--- config.mk ---
export PLATFORM = sky130hd
export DESIGN_NAME = hamming_rx_ctrl
export DESIGN_NICKNAME = d
export VERILOG_FILES = /design/src/rtl/hamming_pkg.sv /design/src/rtl/hamming_corr_core.sv /design/src/rtl/hamming_rx_ctrl.sv
export SDC_FILE = /design/constraint.sdc
export NUM_CORES = 1
export LEC_CHECK = 0
export CELL_PAD_IN_SITES_DETAIL_PLACEMENT = 1
export CELL_PAD_IN_SITES_GLOBAL_PLACEMENT = 1
export CORE_UTILIZATION = 43
export CTS_BUF_LIST = sky130_fd_sc_hd__clkbuf_8
export DETAILED_ROUTE_END_ITERATION = 10
export PLACE_DENSITY = 0.95
export SYNTH_ARGS = -nofsm -noshare
export SYNTH_HDL_FRONTEND = slang
export SYNTH_HIERARCHICAL = 1
export SYNTH_SLANG_ARGS = --single-unit
export TNS_END_PERCENT = 50
--- constraint.sdc ---
create_clock -name clk -period 6.1 [get_ports clk]
set_input_delay 0.915 -clock clk [delete_from_list [all_inputs] [get_ports clk]]
set_output_delay 0.915 -clock clk [all_outputs]
set_load 0.01 [all_outputs]
--- src/rtl/hamming_pkg.sv ---
// Shared types and constants for the Hamming(7,4) receive controller and its correction core.
// Code position p (1..7) lives in word bit p-1 throughout.
package hamming_pkg;

    localparam int CODE_W = 7;
    localparam int DATA_W = 4;
    localparam int SYN_W  = 3;

    typedef enum logic [1:0] {
        IDLE,
        SYND,
        CORR,
        OUT
    } state_t;

    // Code positions carrying data bits d0..d3, giving data = {pos7,pos6,pos5,pos3}.
    localparam int DATA_POS [DATA_W] = '{3, 5, 6, 7};

    // Syndrome bit k covers every code position whose index has bit k set.
    localparam logic [CODE_W-1:0] SYN_MASK [SYN_W] = '{7'h55, 7'h66, 7'h78};

endpackage

--- src/rtl/hamming_corr_core.sv ---
// Combinational Hamming(7,4) syndrome and single-bit correction, shared by both receive channels.
module hamming_corr_core
    import hamming_pkg::*;
(
    input  logic [CODE_W-1:0] word,
    output logic [SYN_W-1:0]  err_pos,
    output logic [CODE_W-1:0] word_corr,
    output logic [DATA_W-1:0] data_corr
);

    genvar gi;

    generate
        for (gi = 0; gi < SYN_W; gi++) begin : g_syn
            assign err_pos[gi] = ^(word & SYN_MASK[gi]);
        end

        // A zero syndrome matches no position, so a clean word passes through untouched.
        for (gi = 0; gi < CODE_W; gi++) begin : g_fix
            assign word_corr[gi] = word[gi] ^ (err_pos == SYN_W'(gi + 1));
        end

        for (gi = 0; gi < DATA_W; gi++) begin : g_data
            assign data_corr[gi] = word_corr[DATA_POS[gi] - 1];
        end
    endgenerate

endmodule

--- src/rtl/hamming_rx_ctrl.sv ---
// Two-channel round-robin Hamming(7,4) receive controller: accept, syndrome, correct, present.
// Define HAMMING_ERR_CNT_EN to add the saturating err_cnt output of corrected words.
module hamming_rx_ctrl
    import hamming_pkg::*;
(
    input  logic              clk,
    input  logic              rst_n,
    input  logic              ch0_valid,
    input  logic              ch1_valid,
    input  logic [CODE_W-1:0] ch0_word,
    input  logic [CODE_W-1:0] ch1_word,
    output logic              ch0_ready,
    output logic              ch1_ready,
    output logic              out_valid,
    input  logic              out_ready,
    output logic [DATA_W-1:0] out_data,
    output logic [CODE_W-1:0] out_word,
    output logic [SYN_W-1:0]  out_err_pos,
    output logic              out_ch,
    output logic              busy
`ifdef HAMMING_ERR_CNT_EN
    ,
    output logic [7:0]        err_cnt
`endif
);

    state_t              state_reg;
    logic [CODE_W-1:0]   word_reg;
    logic [SYN_W-1:0]    err_pos_reg;
    logic                prio_reg;
    logic                out_valid_reg;
    logic [DATA_W-1:0]   out_data_reg;
    logic [CODE_W-1:0]   out_word_reg;
    logic [SYN_W-1:0]    out_err_pos_reg;
    logic                out_ch_reg;

    logic [1:0]          valid_vec;
    logic [1:0]          ready_vec;
    logic [CODE_W-1:0]   word_vec [2];
    logic                gnt_any;
    logic                gnt_ch;
    logic                out_fire;

    logic [SYN_W-1:0]    core_err_pos;
    logic [CODE_W-1:0]   core_word_corr;
    logic [DATA_W-1:0]   core_data_corr;

    assign valid_vec   = {ch1_valid, ch0_valid};
    assign word_vec[0] = ch0_word;
    assign word_vec[1] = ch1_word;
    assign out_fire    = out_valid_reg && out_ready;

    // prio_reg names the channel that wins a tie; it flips away from every grant.
    always_comb begin
        gnt_any = 1'b0;
        gnt_ch  = 1'b0;
        if (valid_vec == 2'b11) begin
            gnt_any = 1'b1;
            gnt_ch  = prio_reg;
        end else if (valid_vec[0]) begin
            gnt_any = 1'b1;
            gnt_ch  = 1'b0;
        end else if (valid_vec[1]) begin
            gnt_any = 1'b1;
            gnt_ch  = 1'b1;
        end
    end

    genvar gi;
    generate
        for (gi = 0; gi < 2; gi++) begin : g_ready
            assign ready_vec[gi] = rst_n && (state_reg == IDLE) && gnt_any && (gnt_ch == 1'(gi));
        end
    endgenerate

    assign ch0_ready = ready_vec[0];
    assign ch1_ready = ready_vec[1];

    hamming_corr_core u_core (
        .word      (word_reg),
        .err_pos   (core_err_pos),
        .word_corr (core_word_corr),
        .data_corr (core_data_corr)
    );

    always_ff @(posedge clk or negedge rst_n) begin
        if (!rst_n) begin
            state_reg       <= IDLE;
            word_reg        <= '0;
            err_pos_reg     <= '0;
            prio_reg        <= 1'b0;
            out_valid_reg   <= 1'b0;
            out_data_reg    <= '0;
            out_word_reg    <= '0;
            out_err_pos_reg <= '0;
            out_ch_reg      <= 1'b0;
        end else begin
            case (state_reg)
                IDLE: begin
                    if (gnt_any) begin
                        word_reg   <= word_vec[gnt_ch];
                        out_ch_reg <= gnt_ch;
                        prio_reg   <= ~gnt_ch;
                        state_reg  <= SYND;
                    end
                end
                SYND: begin
                    err_pos_reg <= core_err_pos;
                    state_reg   <= CORR;
                end
                CORR: begin
                    out_word_reg    <= core_word_corr;
                    out_data_reg    <= core_data_corr;
                    out_err_pos_reg <= err_pos_reg;
                    out_valid_reg   <= 1'b1;
                    state_reg       <= OUT;
                end
                OUT: begin
                    if (out_ready) begin
                        out_valid_reg <= 1'b0;
                        state_reg     <= IDLE;
                    end
                end
                default: state_reg <= IDLE;
            endcase
        end
    end

    assign out_valid   = out_valid_reg;
    assign out_data    = out_data_reg;
    assign out_word    = out_word_reg;
    assign out_err_pos = out_err_pos_reg;
    assign out_ch      = out_ch_reg;
    assign busy        = (state_reg != IDLE);

`ifdef HAMMING_ERR_CNT_EN
    logic [7:0] err_cnt_reg;

    always_ff @(posedge clk or negedge rst_n) begin
        if (!rst_n) begin
            err_cnt_reg <= '0;
        end else if (out_fire && (out_err_pos_reg != '0) && (err_cnt_reg != 8'hFF)) begin
            err_cnt_reg <= err_cnt_reg + 8'd1;
        end
    end

    assign err_cnt = err_cnt_reg;
`else
    // Counter absent: corrected words are reported only through out_err_pos.
`endif

endmodule

# Word-level counts from Yosys, hierarchy flattened
# Cells that the tools add are included.
op_classes:
  magnitude_cmp: 1
  n_eq_ne: 13
  muxes: 13
  n_bitwise: 9
  n_reduce_logical: 13
ops:
  columns: ["operator", "count"]
  rows:
  - ["two-way mux 7 bit", 3]
  - ["XOR reduction 7 bit", 3]
  - ["== test 3 bit, second input constant", 4]
  - ["case mux 2 bit (4 select lines)", 1]
  - ["bitwise XOR 1 bit", 7]
  - ["== test 2 bit, second input constant", 3]
  - ["== test 3 x 2 -> 1 bit, second input constant", 2]
  - ["two-way mux 1 bit", 6]
  - ["AND reduction 2 bit", 3]
  - ["logical AND 1 bit", 4]
  - ["two-way mux 2 bit", 2]
  - ["!= test 2 bit, second input constant", 2]
  - ["nonzero test 2 bit", 2]
  - ["== test 3 x 1 -> 1 bit, second input constant", 1]
  - ["== test 2 x 1 -> 1 bit, second input constant", 1]
  - ["greater-or-equal comparator 2 bit, second input constant", 1]
  - ["zero test 2 bit", 1]
  - ["inverter 1 -> 2 bit", 1]
  - ["case mux 1 bit (2 select lines)", 1]
  - ["inverter 1 bit", 1]
word_totals:
  reg_bits: 29
  input_bits: 19

# Logic depth before layout (Yosys ltp)
# Gate-level depths: netlist (run 1).
logic_depth:
  depth_word: 7
  depth_mapped: 7
  ltp_nobuf: 6

# Hierarchy
# Netlist (run 1), hierarchy kept.
by_module_without_submodules:
  columns: ["mod", "instances", "cells_each", "area_per_inst_um2"]
  rows:
  - ["hamming_rx_ctrl", 1, 87, 1231.2]
  - ["hamming_corr_core", 1, 30, 256.5]

# Worst setup path before layout (run 1)
# OpenSTA, ideal clock, no wires.
synth_path:
  path_type: "in2out"
  startpoint: "input ch0_valid"
  endpoint: "output ch0_ready"
  arrival_ns: 1.422
  path_slack_ns: 3.763
  path_stages: 3
  n_path_buf: 0
  path_cell_list: "nand2_1 > a21oi_2 > and2_1"
synth_between:
  elab_chain_len: 4
  elab_cells_between_ends: 8
synth_rtl:
  columns: ["element", "line_no", "text"]
  rows:
  - ["start: declaration", "hamming_rx_ctrl.sv:8", "input logic ch0_valid,"]
  - ["== test 2 bit / two-way mux 1 bit (equally long branches)", "hamming_rx_ctrl.sv:57, hamming_rx_ctrl.sv:60", null]
  - ["two-way mux 1 bit", "hamming_rx_ctrl.sv:57", "if (valid_vec == 2'b11) begin"]
  - ["logical AND 1 bit / inverter 1 bit (equally long branches)", "hamming_rx_ctrl.sv:72", "assign ready_vec[gi] = rst_n && (state_reg == IDLE) && gnt_any && (gnt_ch == 1'(gi));"]
  - ["logical AND 1 bit (*)", "hamming_rx_ctrl.sv:72", null]
  - ["end: declaration", "hamming_rx_ctrl.sv:12", "output logic ch0_ready,"]
# Every way passes the cells marked *; elsewhere a longest branch is shown, timed or not.

# Final worst setup path (run 1)
# Ends and elaborated chain as after synthesis.

==> metrics list, run 1 <==
* Antenna Nets Post-Route: 0
- At the end of routability-driven placement, the weighted congestion stood at 0.825.
- Total Nets Final: 178
- The worst pin sits at a relative slew slack of 54.0%.
- At the worst endpoint, the required time is 5.18 ns.
- Yosys reg bits: 29
- Detailed-route DRC error count: 0
- The biggest area contributor in the post-synthesis netlist is dfrtp_1.
- Syn Std Cell Area: 1490 µm²
* Worst Path Max Fanout: 9
- Primary flip-flop cell chosen by synthesis mapping: dfrtp_1
- Die outline height: 60.8 µm
- Most common cell on crit path: clkdlybuf4s50_1
- Before antenna repair, the detailed router went through 2 iterations.
- Number of library cell types mapped by synthesis: 33
- In the final routed layout, each cell accounts on average for 17.1 µm.
- By instance count, the leading cell after synthesis is dfrtp_1.
- For this block, the via count after detailed routing is 1,054.
- After clock tree synthesis, the repair step resized 0 gates.
* Post-Route Setup TNS: 0 ns
- The worst-case IR drop observed on VDD is 0.233 mV.
- H-tree levels: 2
- Timing analysis after detailed placement gives a worst setup slack of 2.56 ns.
* Minimum clock period after layout: 3.56 ns
* Starting DRT DRC Count: 21
* Startpoint type of the worst setup path: input pin
* Slew at the pin closest to its max-slew limit: 0.690 ns
- Count of flip-flops with a built-in enable after synthesis: 0
- The tree built by TritonCTS fans out to 29 sinks.
* Final Total Pwr: 0.00130 W
- Clock slew at reported path FFs: 0.06 ns
- The hold violation count in the final report was 0.
- Setup skew after layout: 0.00518 ns
* Async S/R FF share, synth: 100%
- Final setup slack of the worst path: 2.54 ns
- Of the available clock period, the critical path in the final layout requires 58.4%.
* Unrepaired setup endpoints after global routing: no
* Leading post-synthesis cells by cell area: dfrtp_1, mux2_2, a221o_1, xnor2_1, ha_1
- Number of buffers added for setup after CTS: 0
* Leak pwr: 0.887 nW
- Entering global routing, the biggest net connects 32 pins.
* Effective utilization at floorplan: 46.8%
- The count of buffers added on input and output ports is 37.
- The filler cells instantiated in the layout total 338.
- Max-cap viol count: 0
* Most numerous cell types in the synthesized netlist: dfrtp_1, mux2_2, a221o_1, and3_1
- The number of global-route vias before repair was 1,134.
* Maximum single-stage delay on the critical path: 0.55 ns
* Clock network latency to the later pin of the worst-skew pair: 0.28 ns
- The flow ran to the end, and the final reports show no timing, DRC or antenna violations.
- Area of the core region: 3180 µm²
* Die ar.: 3700 µm²
* Register cell area after layout: 726 µm²
* GRT Overall Usage: 21.1%
- The worst hold path belongs to the class reg2reg.
- DIE WIDTH: 60.8 µm
* Crit-path cells: clkdlybuf4s50_1, nand2_1, a21oi_2, and2_1, clkdlybuf4s50_1
- The repair_antennas step left the layout with diodes totalling 0.
- Ratio of cells with drive above 1 in the final layout: 23.1%
* Count of standard-cell rows: 20
- Root buf cell: clkbuf_8
- Worst setup path category: in2out
- In this run the power density over the cells is 667 nW/µm².
* Post-Synthesis Cells: 117
* Type of destination of the critical path: output port
- Dividing the detail-routed via count by the number of cells gives 5.27.
* Sum of routed wire length over all layers: 3430 µm
* Number of antenna violations at the first check in global routing: 0
* Average instance area after synthesis: 12.7 µm²
* Worst Hold Slack: 0.503 ns
- Global-route wire length before repair: 5410 µm
- Maximum clock rate: 281 MHz
- TritonCTS built the clock tree.
* Maximum buffer depth of the clock tree: 2
- Measured on the finished design, the core utilization comes to 61.3%.
* Hold bufs inserted after CTS: 0
- Share of the yosys chip area belonging to registers: 48.8%
- Slew Limit Fails: 0
- 38 I/O pins were placed.
* HPWL after DPL: 2600 µm
- Summing all multi-input logic gate instances after layout gives 684 µm².
- The largest individual stage delay along the critical path comes from the cell clkdlybuf4s50_1.
- Finish-stage setup viols: 0
- STA puts the critical path data arrival time at 2.65 ns.
- Warnings, synthesis: 6
* Post-synth top area share: 48.8%
- Number of buffers created by CTS: 5
- Global route overflow: 0
- Total nets after synthesis: 140
* Area grow syn2layout: 31.0%
[worst max-delay path, delay by kind of cell]
kind,cells,cell delay [ns]
AND/OR/NAND/NOR,2,0.29
AO/OA/AOI/OAI,1,0.36
buffers and inverters,2,1.08
[metrics by stage]
stage / area (µm²) / instances
6_report: 1950 / 200
5_1_grt: 1950 / 200
4_1_cts: 1950 / 200
3_5_place_dp: 1870 / 192
3_3_place_gp: 1870 / 192
2_1_floorplan: 1490 / 117
[placed cells by master (no fill, tap or decap), types with 2 or more instances in the layout]
cell / count
a221o_1: 7
and3_1: 7
clkbuf_8: 5
clkdlybuf4s50_1: 37
dfrtp_1: 29
ha_1: 4
inv_1: 9
mux2_2: 18
nand2_1: 2
nand3_1: 4
nor2_1: 2
nor3_2: 2
xnor2_1: 6
xnor2_2: 2
xor2_1: 4
[worst paths after layout]
path / slack (ns) / startpoint / depth (start not counted) / end
worst min register to register: 0.50 / out_ch / 1 / out_ch
worst max register to register: 3.96 / word_reg[6] / 5 / out_word[1]
max in group asynchronous: 4.76 / rst_n / 2 / out_data[0]
min in group asynchronous: 1.06 / rst_n / 2 / out_data[3]
worst min-delay path: 0.50 / out_ch / 1 / out_ch
worst max-delay path: 2.54 / ch0_valid / 5 / ch0_ready
[layout make-up]
class,instances,share of cell area [%]
flip-flops and latches,29,37.2
clock inverters,3,0.578
clock buffers,5,3.53
multi-input cells,74,35.1
well taps,44,2.82
inverters,7,1.35
repair buffers,38,19.4
[where the power goes]
part           switching [W]  internal (W)  total (W)
Clock              0.0000702     0.0000758   0.000146
Sequential         0.0000805      0.000294   0.000374
Combinational       0.000372      0.000408   0.000780
Total               0.000523      0.000778    0.00130
[cell families (layout without fill, tap and decap cells)]
| kind of cell | after synthesis | in the layout | synth area share (%) |
|---|---|---|---|
| AND/OR/NAND/NOR | 23 | 23 | 9.34 |
| flip-flops | 29 | 29 | 48.8 |
| buffers and inverters | 14 | 53 | 5.21 |
| AO/OA/AOI/OAI | 15 | 15 | 8.83 |
| adder cells (fa/ha/maj) | 4 | 4 | 3.36 |
| multiplexers | 18 | 18 | 13.6 |
| XOR/XNOR | 14 | 14 | 10.8 |
[routing by layer]
metal | routed length (µm) | GRT usage, %
met1 | 1360 | 22.9
met2 | 1880 | 38.8
met3 | 143 | 6.40
met4 | 49 | 7.47
met5 | 0 | 0
(Power assumes the default switching activity.)
==> run 2, diff against run 1 <==
- CORE_UTILIZATION: 43 -> 36
- PLACE_DENSITY: 0.95 -> 0.88
- clock period: 6.1 -> 3 ns (I/O delays scaled with it)
==> run 2 against run 1 <==
Compared with the run above: via count fell by 4.6%; critical endpoint unchanged; die area grew 19%; routed wire length is 13% lower; critical path depth up 1; final area up 0.51%.
==> metrics list, run 2 (same netlist as run 1, synthesis figures left out) <==
- Derived from the worst setup path, the maximum achievable clock frequency is 372 MHz.
- Antenna Nets Post-Route: 0
- Reg2reg start: word_reg[6]
- The flow ran to the end, and the final reports show no timing, DRC or antenna violations.
* Cts repair resizes: 0
- For this run, design rule violations remaining after detail routing come to 0.
- Of all nets on the critical path, the largest fanout is 9.
- DR vias: 1,005
- Commonest non-fill, non-tap cell in the layout: clkdlybuf4s50_1
* Crit-path cells: inv_1, ha_1, nand2_1, a21oi_2, and2_1, clkdlybuf4s50_1
- The tightest hold path in the finished design has a slack of 0.505 ns.
- The worst register-to-register path ends at out_word[2].
* Unrepaired setup endpoints after global routing: no
- The repair_antennas step left the layout with diodes totalling 0.
- The die covers 4390 µm².
* Number of buffers created by CTS: 5
- Global route overflow: 0
* 1st-pass router iterations: 3
- The tree built by TritonCTS fans out to 29 sinks.
- The initial antenna violation count was 0.
* Number of global-route vias before repair: 1,053
- Final Hold Viols: 0
* Sum of routed wire length over all layers: 2990 µm
- Type of destination of the critical path: output port
* Number of buffers added for setup after CTS: 0
- Minimum clock period after layout: 2.69 ns
- Slowest stage cell on the critical path: clkdlybuf4s50_1
- In this run the vertical extent of the chip is 66.3 µm.
* Setup slack of the most critical reg-to-reg path: 0.96 ns
- Max-cap violations in this run came to 0.
- Count of fill cells added during filler insertion: 424
- Final weighted congestion in routability-driven placement: 0.715
- Of the available clock period, the critical path in the final layout requires 89.5%.
- Count of port buffers added during placement: 37
* Root buf cell: clkbuf_8
* Area of the core region: 3970 µm²
* Post-Route Setup TNS: 0 ns
- STA puts the critical path data required time at 2.55 ns.
* Clock tree from TritonCTS: done
- The worst hold path belongs to the class reg2reg.
- In this run, the number of DRC markers left after iteration 0 of detailed routing was 25.
- Startpoint type of the worst setup path: flip-flop
* Maximum buffer depth of the clock tree: 2
- The startpoint identified for the worst hold timing path is out_word[5].
- Leak pwr: 0.884 nW
- Relative to the synthesized area, the layout overhead comes to 31.7%.
- Worst-case headroom to the max-slew limit: 55.5%
* Sink of the worst hold path: out_word[5]
* Top-level port count: 38
- Leaving out fill and tap cells, the most frequent cells in the layout are clkdlybuf4s50_1, dfrtp_1, mux2_2.
* Post-detailed-route via-to-cell ratio: 4.88
- Entering global routing, the biggest net connects 30 pins.
- By startpoint and endpoint, the worst setup path is classified as reg2out.
* HPWL after DPL: 2380 µm
- At the end of the flow, the number of nets in the layout was 178.
- For this run, the slowest stage of the critical path takes 0.53 ns.
* GRT Overall Usage: 15.4%
- The kind of cell with the highest combined delay along the critical path is buffers and inverters.
- The H-tree generated during clock tree synthesis spans 2 levels.
* Global-route wire length before repair: 4860 µm
* Setup skew after layout: 0.00605 ns
* Count of standard-cell rows: 23
* Power per standard cell area: 1330 nW/µm²
- Counting instances, the worst hold path has a depth of 1.
- The worst-case IR drop observed on VDD is 0.361 mV.
- Measured along the x axis, the die boundary spans 66.3 µm.
- Routed wirelength normalized by instance count: 14.5 µm
- After clock tree synthesis, the flow added hold-fix buffers numbering 0.
* Finish-stage setup viols: 0
* Effective utilization at floorplan: 37.5%
- Data on the critical path arrives at its endpoint at 2.24 ns.
- Ratio of cells with drive above 1 in the final layout: 24.4%
* Slew at the pin closest to its max-slew limit: 0.668 ns
- The later pin in the worst-skew pair is clocked with a latency of 0.28 ns.
* Number of cells on the worst reg-to-reg path: 5
* Buffers and inverters on the worst path: 2
- Slew Limit Fails: 0
- Clock slew at reported path FFs: 0.06 ns
run 2: changes by cell type in the layout (fill, tap and decap cells not counted), sizes merged:
cell / change
inv: -2
clkinv: +2
run 2: power breakdown:
part           internal [W]  leakage, nW  switching, W
Combinational      0.000828        0.484      0.000720
Clock              0.000157       0.0491      0.000141
Sequential         0.000598        0.351      0.000157
Total               0.00158        0.884       0.00102
run 2: per-layer routing:
| metal | vias to the layer above | share of wire, % | GRT usage (%) |
|---|---|---|---|
| met4 | 0 | 2.0 | 6.38 |
| met2 | 33 | 49 | 25.6 |
| met5 | - | 0 | 0 |
| met1 | 480 | 44 | 18.2 |
| li1 | 486 | - | - |
| met3 | 6 | 5.0 | 4.83 |
run 2: cell type report:
type | instances | area (µm²) | share of cell area, %
clock buffers | 5 | 68.8 | 3.51
flip-flops and latches | 29 | 726 | 37.0
repair buffers | 38 | 378 | 19.3
well taps | 50 | 62.6 | 3.19
multi-input cells | 74 | 684 | 34.9
clock inverters | 3 | 13.8 | 0.702
inverters | 7 | 26.3 | 1.34
run 2: metrics by stage:
stage	setup WS, ns	total power [W]	utilization [%]	cells	instance area [µm²]
2_1_floorplan	1.05	0.00198	-	117	1490
3_3_place_gp	0.471	0.00224	47.3	198	1880
3_5_place_dp	0.432	0.00234	47.3	198	1880
4_1_cts	0.298	0.00264	49.3	206	1960
5_1_grt	0.184	0.00279	49.3	206	1960
6_report	0.314	0.00260	49.3	206	1960
run 2: how the worst max path moves through the flow:
stage	end	slack, ns	startpoint	cells past startpoint
final	ch0_ready	0.31	state_reg[0]	6
after detailed placement	ch0_ready	0.43	ch0_valid	5
after global placement	ch0_ready	0.47	ch0_valid	5
after floorplan	out_word[2]	1.05	word_reg[6]	6
after global routing	ch0_ready	0.18	state_reg[0]	6
after CTS	ch0_ready	0.30	state_reg[0]	6
==> run 3, diff against run 2 <==
- CORE_UTILIZATION: 36 -> 33
- CTS_BUF_LIST: sky130_fd_sc_hd__clkbuf_8 -> sky130_fd_sc_hd__clkbuf_4
- PLACE_DENSITY: 0.88 -> 0.87
- SYNTH_HIERARCHICAL: 1 -> not set
==> run 3 against run 2 <==
Compared with the run above: final area is 12% lower; power decreased by 16%; sequential share of layout area is 0.86 points lower; die area is 5.4% lower; largest power group unchanged; largest cell class unchanged; critical path type unchanged.
==> metrics list, run 3 <==
- Maximum buffer depth of the clock tree: 2
- Most frequent cells in the layout: clkdlybuf4s50_1, dfrtp_1, inv_1, nor2_1
- Total Nets Final: 182
- At the pin with the least slew margin, the transition time is 0.646 ns.
- The initial antenna violation count came to 0.
- Critical path startpoint: state_reg[0]
- Broken down by cell family, the worst path's largest delay share belongs to buffers and inverters.
- Setup skew after layout: 0.00382 ns
- Of all nets on the critical path, the largest fanout is 9.
* Power per standard cell area: 1270 nW/µm²
* Unrepaired setup endpoints after global routing: no
- Largest register FFs: 7
- Maximum number of pins on one net before global-route repair: 26
- The floorplan step defined a core boundary enclosing 3690 µm².
- Count of port buffers added during placement: 37
* DR vias: 1,065
- Global-route wire length before repair: 5130 µm
* Cts repair resizes: 0
- Post-Route Setup TNS: 0 ns
- Once placement finished, the instance area stood at 1700 µm².
- After synthesis the netlist holds a flip-flop and latch count of 25.
- Area grow syn2layout: 34.3%
- Warnings, synthesis: 0
- The post-route netlist has 7.59% of its cells at a drive strength greater than 1.
* Sum of routed wire length over all layers: 2780 µm
- Required time of the critical path: 2.55 ns
- Clock network latency to the later pin of the worst-skew pair: 0.32 ns
- In this run the most critical hold path is launched from out_ch.
- Worst hold path class: reg2reg
- Summing all non-filler instances in the final layout gives an area of 1730 µm².
* Status: completed
- Hold bufs inserted after CTS: 0
- Once the floorplan was initialized, standard cells occupied 34.9% of the core.
- Worst Path Arrival: 2.16 ns
* Number of global-route vias before repair: 1,134
- GRT Overall Usage: 15.6%
- Post-Synthesis Cells: 121
* Primary flip-flop cell chosen by synthesis mapping: dfrtp_1
* Post-synth top area share: 48.6%
- The number of placed instances, taps included, is 202.
- TritonCTS built the clock tree.
- Clock Sinks: 25
- Leading post-synthesis cells by cell area: dfrtp_1, a222oi_1, xnor2_1, ha_1, inv_1
* Average instance area after synthesis: 10.6 µm²
- Share of the clock period used by the worst path after layout: 86.8%
- Most numerous cell types in the synthesized netlist: dfrtp_1, inv_1, nor2_1, a222oi_1, a31oi_1
* Antenna Nets Post-Route: 0
* HPWL after DPL: 2250 µm
- Count of standard-cell rows: 22
* Type of destination of the critical path: output port
* Maximum clock rate: 384 MHz
* Number of library cell types mapped by synthesis: 25
- DIE WIDTH: 64.5 µm
* Die ar.: 4160 µm²
- Diodes inserted: 0
* 1st-pass router iterations: 5
- The largest individual stage delay along the critical path comes from the cell clkdlybuf4s50_1.
- Worst-case headroom to the max-slew limit: 57.0%
* Async S/R FF share, synth: 100%
- Worst setup path category: reg2out
- Count of flip-flops with a built-in enable after synthesis: 0
* Slew Limit Fails: 0
* H-tree levels: 1
- Routed wirelength normalized by instance count: 13.5 µm
- Max rail drop VDD: 0.396 mV
* Minimum clock period after layout: 2.61 ns
- Leak pwr: 0.747 nW
* Top-level port count: 38
- Number of buffers created by CTS: 3
* Maximum single-stage delay on the critical path: 0.53 ns
* Post-detailed-route via-to-cell ratio: 5.17
- The hold violation count in the final report was 0.
- In this run the vertical extent of the chip is 64.5 µm.
* Crit-path cells: inv_1, ha_1, nand2_1, a21oi_1, buf_4, and2_1, clkdlybuf4s50_1
- Finish-stage setup viols: 0
- Starting DRT DRC Count: 44
- Startpoint type of the worst setup path: flip-flop
* Final weighted congestion in routability-driven placement: 0.803
- Clock-pin slew was measured on the worst setup and hold paths at 0.13 ns.
- Share of the yosys chip area belonging to registers: 48.6%
- Dominant cell type by area after synthesis: dfrtp_1
- Yosys instantiated no cell more often than dfrtp_1.
- The cell sitting at the root of the clock tree is a clkbuf_4.
- Syn Std Cell Area: 1290 µm²
- Across all hold checks on the routed design, the worst slack comes to 0.499 ns.
- Reg2reg start: word_reg[6]
* Total nets after synthesis: 144
* Max-cap viol count: 0
* Final Total Pwr: 0.00219 W
- For this run, design rule violations remaining after detail routing come to 0.
- Global route overflow: 0
- Number of buffers added for setup after CTS: 0
- Number of standard cells in the layout, taps in and fillers out: 206
- Leaving out fill and tap cells, the most frequent cell in the layout is clkdlybuf4s50_1.
* Buffers and inverters on the worst path: 3
[run 3: changes by cell type after synthesis, sizes merged, moves of 7 or more]
cell	delta
and3	-8
mux2	-15
a31oi	+7
nor2	+10
a221o	-7
a222oi	+7
[run 3: layout make-up]
| cell class | count | area [µm²] |
|---|---|---|
| fill | 416 | 1960 |
| sequential | 25 | 626 |
| multi-input combinational | 77 | 576 |
| timing repair buffer | 40 | 393 |
| tap | 48 | 60.1 |
| inverter | 12 | 45.0 |
| clock buffer | 4 | 30.0 |
[run 3: final timing paths]
path	slack, ns	end	cells past startpoint
worst max-delay path	0.39	ch0_ready	7
worst min-delay path	0.50	out_ch	1
worst max register to register	1.14	out_data[3]	4
worst min register to register	0.50	out_ch	1
max in group asynchronous	2.21	out_data[0]	2
min in group asynchronous	0.55	out_valid	2
[run 3: kinds of logic after synthesis]
kind of cell	count (synthesis)	share of synthesized area, %
AO/OA/AOI/OAI	33	18.3
XOR/XNOR	12	10.2
adder cells (fa/ha/maj)	4	3.89
buffers and inverters	19	6.71
flip-flops	25	48.6
multiplexers	3	2.62
AND/OR/NAND/NOR	25	9.72
[run 3: power breakdown]
| part | switching (W) | internal (W) | total (W) |
|---|---|---|---|
| logic | 0.000721 | 0.000643 | 0.00136 |
| registers | 0.000161 | 0.000510 | 0.000671 |
| clock network | 0.0000949 | 0.0000611 | 0.000156 |
| total | 0.000977 | 0.00121 | 0.00219 |
[run 3: stage by stage]
| step | setup slack [ns] | util [%] |
|---|---|---|
| CTS | 0.369 | 46.9 |
| finish | 0.395 | 46.9 |
| detailed placement | 0.546 | 46.1 |
| global placement | 0.595 | 46.1 |
| global route | 0.256 | 46.9 |
| floorplan | 1.20 | - |
[run 3: per-layer routing]
layer	global-route usage, %	share of wire, %	vias up
li1	-	-	516
met2	26.4	49	46
met5	0	0	-
met3	2.46	6.1	3
met1	20.2	44	500
met4	5.00	1.0	0
==> RTL change 1, RTL diff (flow settings as in run 3) <==
Add a define of `HAMMING_ERR_CNT_EN`.
--- a/src/rtl/hamming_rx_ctrl.sv
+++ b/src/rtl/hamming_rx_ctrl.sv
@@ -2,2 +2,4 @@
 // Define HAMMING_ERR_CNT_EN to add the saturating err_cnt output of corrected words.
+`define HAMMING_ERR_CNT_EN
+
 module hamming_rx_ctrl
Formal check against the unedited RTL (old outputs only; new: err_cnt): equivalent (Yosys induction, for registers that start in step).
==> RTL change 1 against run 3 <==
Routed wire length is 46% higher; via count is 30% higher; clock power is 61% higher; register-to-register slack worse by 0.03 ns; setup slack better by 0.12 ns; die area is 30% higher; synthesized area is 31% higher; design area is 30% higher; highest routed layer unchanged; sequential cell count is 8 higher; global-route usage is 1.1 points higher; total power is 26% higher; largest power group unchanged; combinational power is 19% higher.
==> RTL change 1: results (changes against run 3) <==
- Multi-input combinational area share: 34.3% (+0.99 points)
- NonClk Buf Share: 21.0% (-1.8 points)
- Syn_nets: 179 (+24%)
- Number of flip-flops in the largest register: 8 (+1)
- Dpl ws: 0.659 ns (+0.113 ns)
- Multi-Input Combinational: 103 (+34%)
- DR WL met3: 204 um (+20%)
- CTS H-tree depth: 2 (+1)
- DP Cell Count: 263 (+30%)
- Fin nets: 227 (+25%)
- Worst Skew: 0.0146 ns (+0.0108 ns)
- Signal buffers: 48 (+20%)
- Leak Pwr: 0.976 nW (+31%)
- Max VDD drop: 0.506 mV (+28%)
- Netlist cell types: 34 (+36%)
- Avg Cell Area, Syn: 10.9 um2 (+2.3%)
- Hpwl dp: 2970 um (+32%)
- Combinational power: 1.62 mW (+19%)
- Clock group share of total power: 9.1% (+2.0 points)
- Vias per inst: 5.09 (-1.5%)
- Vias in the first global route: 1370 (+21%)
- Status: completed
- Clk_lat worst skew: 0.34 ns (+0.02 ns)
- Cts bufs inserted: 5 (+2)
- Met1 global-route usage: 21.7% (+1.5 points)
- First-pass GRT wire length: 6840 um (+34%)
- Slew margin rel.: 54.1% (-2.9 points)
- Initial DRC count: 56 (+27%)
- Top post-synthesis cells by area: dfrtp_1, xnor2_1, a222oi_1
- M3 GR Usage: 4.66% (+2.2 points)
- Layout cells sized above 1: 9.31% (+1.7 points)
- RD Place Congestion: 0.785 (-2.3%)
- Seq area share: 36.6% (+0.43 points)
- Post-Layout Cell Count: 271 (+32%)
- Internal power component: 1.52 mW (+25%)
- Commonest cells post-synth: dfrtp_1, nor2_1, inv_1, a31oi_1, xnor2_1
- Clock-cell share: 2.44% (+0.70 points)
- Met2 global-route usage: 27.3% (+0.87 points)
- Overall Global Routing Usage: 16.7% (+1.1 points)
- Area grow syn2layout: 33.8%
- P_clk: 0.251 mW (+61%)
- Yosys reg bits: 33 (+32%)
- Multi-input combinational cell area: 773 um2 (+34%)
- Clock buffer cells: 6 (+2)
- Worst-path clk slew: 0.10 ns (-0.03 ns)
[RTL change 1: cell count changes after synthesis, moves of 2 or more]
cell            run 3  this run
xnor2_1             6         9
a31oi_1             7         9
xor2_2              0         2
nand2_1             3         6
nor2_1             12        14
and3_1              0         3
nand3_1             1         3
dfrtp_1            25        33
[RTL change 1: final timing paths]
path,from,endpoint,slack [ns],cells past startpoint
max,state_reg[0],ch1_ready,0.51,6
min,err_cnt[5],err_cnt[5],0.49,1
max reg2reg,word_reg[6],out_word[1],1.11,4
min reg2reg,err_cnt[5],err_cnt[5],0.49,1
max in group asynchronous,rst_n,err_cnt[2],2.02,2
min in group asynchronous,rst_n,word_reg[4],0.66,2
[RTL change 1: cells by family (layout without fill, tap and decap cells)]
family	after synthesis	count (layout)	share of synthesized area [%]
flip-flops	33	33	49.0
multiplexers	4	4	2.67
AO/OA/AOI/OAI	37	37	15.8
XOR/XNOR	17	17	11.3
AND/OR/NAND/NOR	40	40	12.4
buffers and inverters	19	68	5.19
adder cells (fa/ha/maj)	5	5	3.71
==> RTL change 2, RTL diff (config.mk and constraints of run 3) <==
Without the edit above. The 4 states of `state_t` get a Gray code encoding in 2 bits.
--- a/src/rtl/hamming_pkg.sv
+++ b/src/rtl/hamming_pkg.sv
@@ -9,6 +9,6 @@
     typedef enum logic [1:0] {
-        IDLE,
-        SYND,
-        CORR,
-        OUT
+        IDLE = 2'b00,
+        SYND = 2'b01,
+        CORR = 2'b11,
+        OUT  = 2'b10
     } state_t;
Function: same outputs for any inputs over 10 cycles, from zero or initial values and one cycle with rst_n low; not proved beyond that.
==> RTL change 2 against run 3 <==
Sequential cell count unchanged; synthesized cell count up 2.5%; synthesized area down 3.4%; design area down 4.1%; largest cell class unchanged; clock skew about the same; total power down 4.4%; setup slack better by 0.081 ns; critical endpoint is now ch1_ready; routed wire length down 0.36%; worst hold slack worse by 0.0080 ns; via count down 2.7%.
==> RTL change 2: results (changes against run 3) <==
- Final WL: 2770 um (-0.36%)
- Worst Skew: 0.00425 ns (+0.000428 ns)
- Commonest cells post-synth: dfrtp_1, nand2_1, inv_1, nor2_1
- Status: completed
- DRT met1 WL: 1260 um (+2.6%)
- M3 GR Usage: 1.09% (-1.4 points)
- Dpl ws: 0.492 ns (-0.0545 ns)
- Vias per inst: 5.10 (-1.3%)
- Met2 global-route usage: 25.1% (-1.3 points)
- Worst Setup SP: state_reg[1]
- Compound-gate portion of the synthesized area: 16.6% (-1.7 points)
- Overall Global Routing Usage: 14.6% (-1.0 points)
- Leak Pwr: 0.732 nW (-2.0%)
- DR WL met3: 109 um (-36%)
- Register-to-register setup slack: 1.16 ns (+0.02 ns)
- Syn_nets: 143 (-0.69%)
- Worst hold stages: 2 (+1)
- Worst slew pin tran: 0.661 ns (+0.0157 ns)
- First-pass GRT wire length: 4640 um (-9.6%)
- Layout cells sized above 1: 4.46% (-3.1 points)
- Metal2 WL: 1360 um (+0.96%)
- Hold worst-path end: out_err_pos[1]
- Adder-cell share of the synthesized area: 0% (-3.9 points)
- Hpwl dp: 2120 um (-5.9%)
- CP Capture Point: ch1_ready
- Hold wc startpoint: err_pos_reg[1]
- Post-Synth XOR/XNOR Area: 10.6% (+0.36 points)
- Seq/Total Area, Yosys: 50.3% (+1.7 points)
- Fin nets: 177 (-2.7%)
- Fillcell total: 425 (+2.2%)
-- RTL change 2: final cells by class --
| cell class | instances | area share [%] |
|---|---|---|
| multi-input combinational | 81 | 32.2 |
| timing repair buffer | 38 | 22.8 |
| tap | 46 | 3.47 |
| clock buffer | 4 | 1.81 |
| sequential | 25 | 37.7 |
| inverter | 9 | 2.04 |
-- RTL change 2: power by group --
part,switching [mW],internal [mW]
sequential,0.163,0.504
combinational,0.686,0.582
clock,0.0995,0.0611
-- RTL change 2: worst max-delay path, delay by kind of cell (launching register included) --
family / cells / cell delay, ns
and+or+nand+nor: 3 / 0.77
DFF: 1 / 0.46
buffers and inverters: 1 / 0.53
-- RTL change 2: through the flow --
stage	instances	hold slack [ns]
after detailed placement	199	0.464
after global routing	203	0.518
final	203	0.491
after global placement	199	0.456
after CTS	203	0.496
after floorplan	124	0.154
